[src/rtl/crc8_serial.sv]
// Bit-serial CRC-8 accumulator: folds one bit per accepted cycle into an MSB-first LFSR
// and reports the final checksum plus an expected-value comparison at frame end.
module crc8_serial #(
    parameter logic [7:0] POLY  = 8'h07,
    parameter logic [7:0] INIT  = 8'h00,
    parameter int         LEN_W = 4
) (
    input  logic             clk_i,
    input  logic             rst_n_i,
    input  logic             start_i,
    input  logic [LEN_W-1:0] len_i,
    input  logic [7:0]       exp_i,
    input  logic             bit_in_i,
    input  logic             bit_valid_i,
    output logic             bit_ready_o,
    output logic             busy_o,
    output logic             done_o,
    output logic [7:0]       crc_out_o,
    output logic             match_o
);

    typedef enum logic [1:0] {IDLE, SHIFT, DONE} state_t;

    state_t           state_q, state_d;
    logic [7:0]       crc_q, crc_d;
    logic [LEN_W-1:0] cnt_q, cnt_d;
    logic [7:0]       exp_q, exp_d;
    logic [7:0]       crc_out_q, crc_out_d;
    logic             match_q, match_d;

    logic             accept;
    logic [7:0]       crc_step;

    assign accept   = (state_q == SHIFT) && bit_valid_i;
    assign crc_step = {crc_q[6:0], 1'b0} ^ ((crc_q[7] ^ bit_in_i) ? POLY : 8'h00);

    always_comb begin
        state_d   = state_q;
        crc_d     = crc_q;
        cnt_d     = cnt_q;
        exp_d     = exp_q;
        crc_out_d = crc_out_q;
        match_d   = match_q;
        unique case (state_q)
            IDLE: begin
                if (start_i && (len_i != '0)) begin
                    crc_d   = INIT;
                    cnt_d   = len_i;
                    exp_d   = exp_i;
                    state_d = SHIFT;
                end
            end
            SHIFT: begin
                if (accept) begin
                    crc_d = crc_step;
                    cnt_d = cnt_q - 1'b1;
                    // Result is published on the last accept so it is visible during DONE.
                    if (cnt_q == LEN_W'(1)) begin
                        crc_out_d = crc_step;
                        match_d   = (crc_step == exp_q);
                        state_d   = DONE;
                    end
                end
            end
            DONE:    state_d = IDLE;
            default: state_d = IDLE;
        endcase
    end

    always_ff @(posedge clk_i) begin
        if (!rst_n_i) begin
            state_q   <= IDLE;
            crc_q     <= INIT;
            cnt_q     <= '0;
            exp_q     <= 8'h00;
            crc_out_q <= 8'h00;
            match_q   <= 1'b0;
        end else begin
            state_q   <= state_d;
            crc_q     <= crc_d;
            cnt_q     <= cnt_d;
            exp_q     <= exp_d;
            crc_out_q <= crc_out_d;
            match_q   <= match_d;
        end
    end

    assign bit_ready_o = (state_q == SHIFT);
    assign busy_o      = (state_q != IDLE);
    assign done_o      = (state_q == DONE);
    assign crc_out_o   = crc_out_q;
    assign match_o     = match_q;

endmodule

[config.mk]
export PLATFORM = sky130hd
export DESIGN_NAME = crc8_serial
export DESIGN_NICKNAME = d
export VERILOG_FILES = /design/src/rtl/crc8_serial.sv
export SDC_FILE = /design/constraint.sdc
export NUM_CORES = 1
export LEC_CHECK = 0
export ABC_AREA = 1
export BUFFER_PORTS_ARGS = -buffer_cell sky130_fd_sc_hd__buf_2
export CORE_ASPECT_RATIO = 1.2
export CORE_MARGIN = 3
export CORE_UTILIZATION = 50
export DETAILED_ROUTE_END_ITERATION = 8
export GPL_ROUTABILITY_DRIVEN = 0
export HOLD_SLACK_MARGIN = 0.03
export PLACE_DENSITY = 0.73
export SLEW_MARGIN = 10
export SYNTH_ARGS = -nofsm -noshare
export SYNTH_HDL_FRONTEND = slang
export SYNTH_SLANG_ARGS = --single-unit
export TNS_END_PERCENT = 1
[constraint.sdc]
create_clock -name clk_i -period 1.5 [get_ports clk_i]
set_input_delay 0.45 -clock clk_i [delete_from_list [all_inputs] [get_ports clk_i]]
set_output_delay 0.45 -clock clk_i [all_outputs]
set_load 0.02 [all_outputs]
==> out/results.tsv <==
stage	metric	value	unit
floorplan	Core ar.	0.00268	mm2
cells_and_area	post-layout util	65.6	%
yosys	register bit total from synthesis	31	
floorplan	Initial Util	55.0	%
sta	Worst Tran Pin Value	0.278	ns
global_route	number of global-route vias before repair	1293	
yosys	top_reg_cell synth	dfxtp_1	
yosys	largest family of logic cells by synthesized area	simple AND/OR/NAND/NOR gates	
yosys	library cells used by synthesis	27	
yosys	Syn. warnings	0	
worst_setup_path	Critical Path RT	1.05	ns
cts	TritonCTS Sinks	31	
cells_and_area	multi-input logic area	711	um2
worst_setup_path	Reg2Reg Setup Slack	0.16	ns
cts	clk_lat worst skew	0.34	ns
cts	hold bufs inserted after CTS	0	
route	Routed Antenna Nets	0	
cells_and_area	Final Instance Count excl. Fillers	271	
power_and_ir_drop	Power Density	1140	mW/mm2
worst_setup_path	CP arrival	1.00	ns
cts	CTS max path bufs	2	
yosys	FFs w/ async S/R, synth	0	%
cells_and_area	Post-Layout Inst Area	0.00176	mm2
yosys	Synth Area in Simple Gates	26.8	%
yosys	Mapped Nets	223	
yosys	cell area after synthesis	0.00147	mm2
floorplan	Die X	55.5	um
global_route	GR Util All Layers	20.0	%
floorplan	Site Rows	20	
cells_and_area	ant diodes	0	
worst_setup_path	crit end category	output pin	
cells_and_area	share of layout cells above drive strength 1	24.8	%
power_and_ir_drop	peak supply drop	0.755	mV
yosys	post-synthesis compound-gate area fraction	17.2	%
cts	Root Driver	clkbuf_4	
route	number of remaining DRC errors	0	
min_path	Endpoint, Worst Hold	exp_q[6]$_SDFFE_PN0P_	
cells_and_area	Syn-to-layout area delta	19.2	%
yosys	multiplexer share of the synthesized area	0	%
yosys	most frequent cells after synthesis	nand2_1, dfxtp_1, inv_1, a21oi_1, nor2_1	
worst_setup_path	Crit Path Category	reg -> out	
worst_setup_path	crit start category	register	
worst_setup_path	crit-path max FO	3	
route	vias per inst	5.19	
min_path	Hold WC Path Type	in -> reg	
global_route	first-pass GRT wire length	5.55	mm
sta	final-report hold violation count	0	
yosys	sequential share of the synthesized area	42.1	%
sta	Setup-failing EPs final	0	
yosys	top post-synthesis cells by area	dfxtp_1, nand2_1, a21oi_1, inv_1, nand3_1	
worst_setup_path	worst reg2reg path depth	7	
yosys	cell taking the most area after synthesis	dfxtp_1	
power_and_ir_drop	leak pwr	0.811	nW
yosys	count leader, synth	nand2_1	
sta	Layout Skew	0.00688	ns
global_route	pin count of the biggest net entering global routing	17	
floorplan	die area	0.00364	mm2
yosys	Gate Count Post-Synth	204	
sta	slew margin rel.	81.5	%
cts	CTS Buf Count	5	
sta	Final Max Tran Viols	0	
placed_design	Buffers on Ports	28	
min_path	Worst Hold Depth	3	
yosys	post-synth top area share	42.1	%
cells_and_area	filler instances	255	
cells_and_area	final net count	256	
cts	H-Tree Depth	2	
outcome	outcome	complete, no violations	
sta	RSZ-0062 raised after global routing	yes	
floorplan	die height	65.5	um
sta	fmax	0.688	GHz
floorplan	Ports	29	
placed_design	Detail Placement HPWL	2.37	mm
sta	Final Cycle Share	96.8	%
route	Routed WL	3.29	mm
yosys	syn avg cell area	7.22	um2
cts	clock-pin slew on the worst setup and hold paths	0.10	ns
cells_and_area	Reg area	626	um2
placed_design	placed cells	261	
flow_run	Max-cap violations	0	
placed_design	Placed Area	0.00163	mm2
route	Detailed Route Iter0 Violations	56	
yosys	adder-cell share of the synthesized area	1.70	%
yosys	Post-Synth XOR/XNOR Area	1.78	%
route	wire per inst	12.1	um
route	via count	1406	
cts	TritonCTS clock tree	yes	
route	Pre-antenna DRT Iters	4	
global_route	initial antenna violation count	0	
worst_setup_path	Worst R2R Start	cnt_q[0]$_SDFFE_PN0P_	
global_route	Remaining Overflow, GRT	0	
min_path	hold path startpoint	exp_i[6]	
yosys	Post-synth EDFFs	0	
worst_setup_path	worst r2r dst	match_o$_SDFFE_PN0P_	
sta	minimum clock period	1.45	ns
-- final cells by class --
type	count	share of cell area [%]
multi-input cells	140	40.5
flip-flops and latches	31	35.6
repair buffers	33	10.8
inverters	26	5.84
clock buffers	6	2.92
well taps	33	2.35
clock inverters	2	2.00
-- layer usage --
layer,up-vias,wire (um),global-route usage (%)
li1,724,-,-
met5,-,0,0
met4,0,85,12.5
met3,8,171,5.70
met2,39,1600,34.3
met1,635,1430,21.7
-- kinds of logic (layout without fill, tap and decap cells) --
group / after synthesis / in the layout
buffers and inverters: 33 / 67
XOR/XNOR: 3 / 3
AO/OA/AOI/OAI: 49 / 49
AND/OR/NAND/NOR: 86 / 86
flip-flops: 31 / 31
adder cells (fa/ha/maj): 2 / 2
-- critical path: stages (launching register included) --
cell     delay [ns]
dfxtp_2        0.37
inv_2          0.06
nor2_4         0.12
buf_6          0.13
-- stage by stage --
step	setup TNS, ns	hold WS [ns]	total power (W)	setup WS [ns]
floorplan	0	0.444	0.00122	0.252
global placement	0	0.454	0.00129	0.0819
detailed placement	0	0.463	0.00130	0.0346
CTS	0	0.363	0.00200	0.0117
global route	-0.0172	0.387	0.00210	-0.00970
finish	0	0.380	0.00200	0.0475
-- cells in the final DEF, fill, tap and decap left out, drive strengths merged --
master / instances
nor2: 20
o21ai: 26
inv: 26
ha: 2
clkbuf: 6
clkinv: 1
nand3b: 1
nand2: 48
bufinv: 1
xnor2: 2
a21oi: 22
a31oi: 1
nand3: 15
dfxtp: 31
xor2: 1
nor3: 2
buf: 33
-- worst max path at each step --
| stage | from | slack (ns) | depth (start not counted) | endpoint |
|---|---|---|---|---|
| after floorplan | len_i[1] | 0.25 | 7 | crc_q[5]$_SDFFE_PN0P_ |
| after global placement | len_i[1] | 0.08 | 8 | exp_q[6]$_SDFFE_PN0P_ |
| after detailed placement | len_i[1] | 0.03 | 8 | cnt_q[0]$_SDFFE_PN0P_ |
| after CTS | state_q[1]$_SDFFE_PN0P_ | 0.01 | 3 | busy_o |
| after global routing | state_q[0]$_SDFFE_PN0P_ | -0.01 | 3 | bit_ready_o |
| final | state_q[0]$_SDFFE_PN0P_ | 0.05 | 3 | bit_ready_o |
-- power breakdown --
group | total [W] | internal, W | leakage [nW] | switching [W]
combinational | 0.000377 | 0.000149 | 0.508 | 0.000228
sequential | 0.000928 | 0.000879 | 0.255 | 0.0000485
clock | 0.000693 | 0.000394 | 0.0482 | 0.000299
total | 0.00200 | 0.00142 | 0.811 | 0.000576
-- registers in the layout, indices dropped and copies added (netlist names) --
name       cells
cnt_q          4
crc_out_o      8
crc_q          8
exp_q          8
match_o        1
state_q        2
-- repair_timing --
action / in CTS / in global routing
hold endpoints to repair: 0 / 0
setup endpoints to repair: 1 / 4
buffers inserted: 0 / 2
gates resized for setup: 6 / 5
pin swaps: 0 / 1
Power figures use the tool's default switching activity.
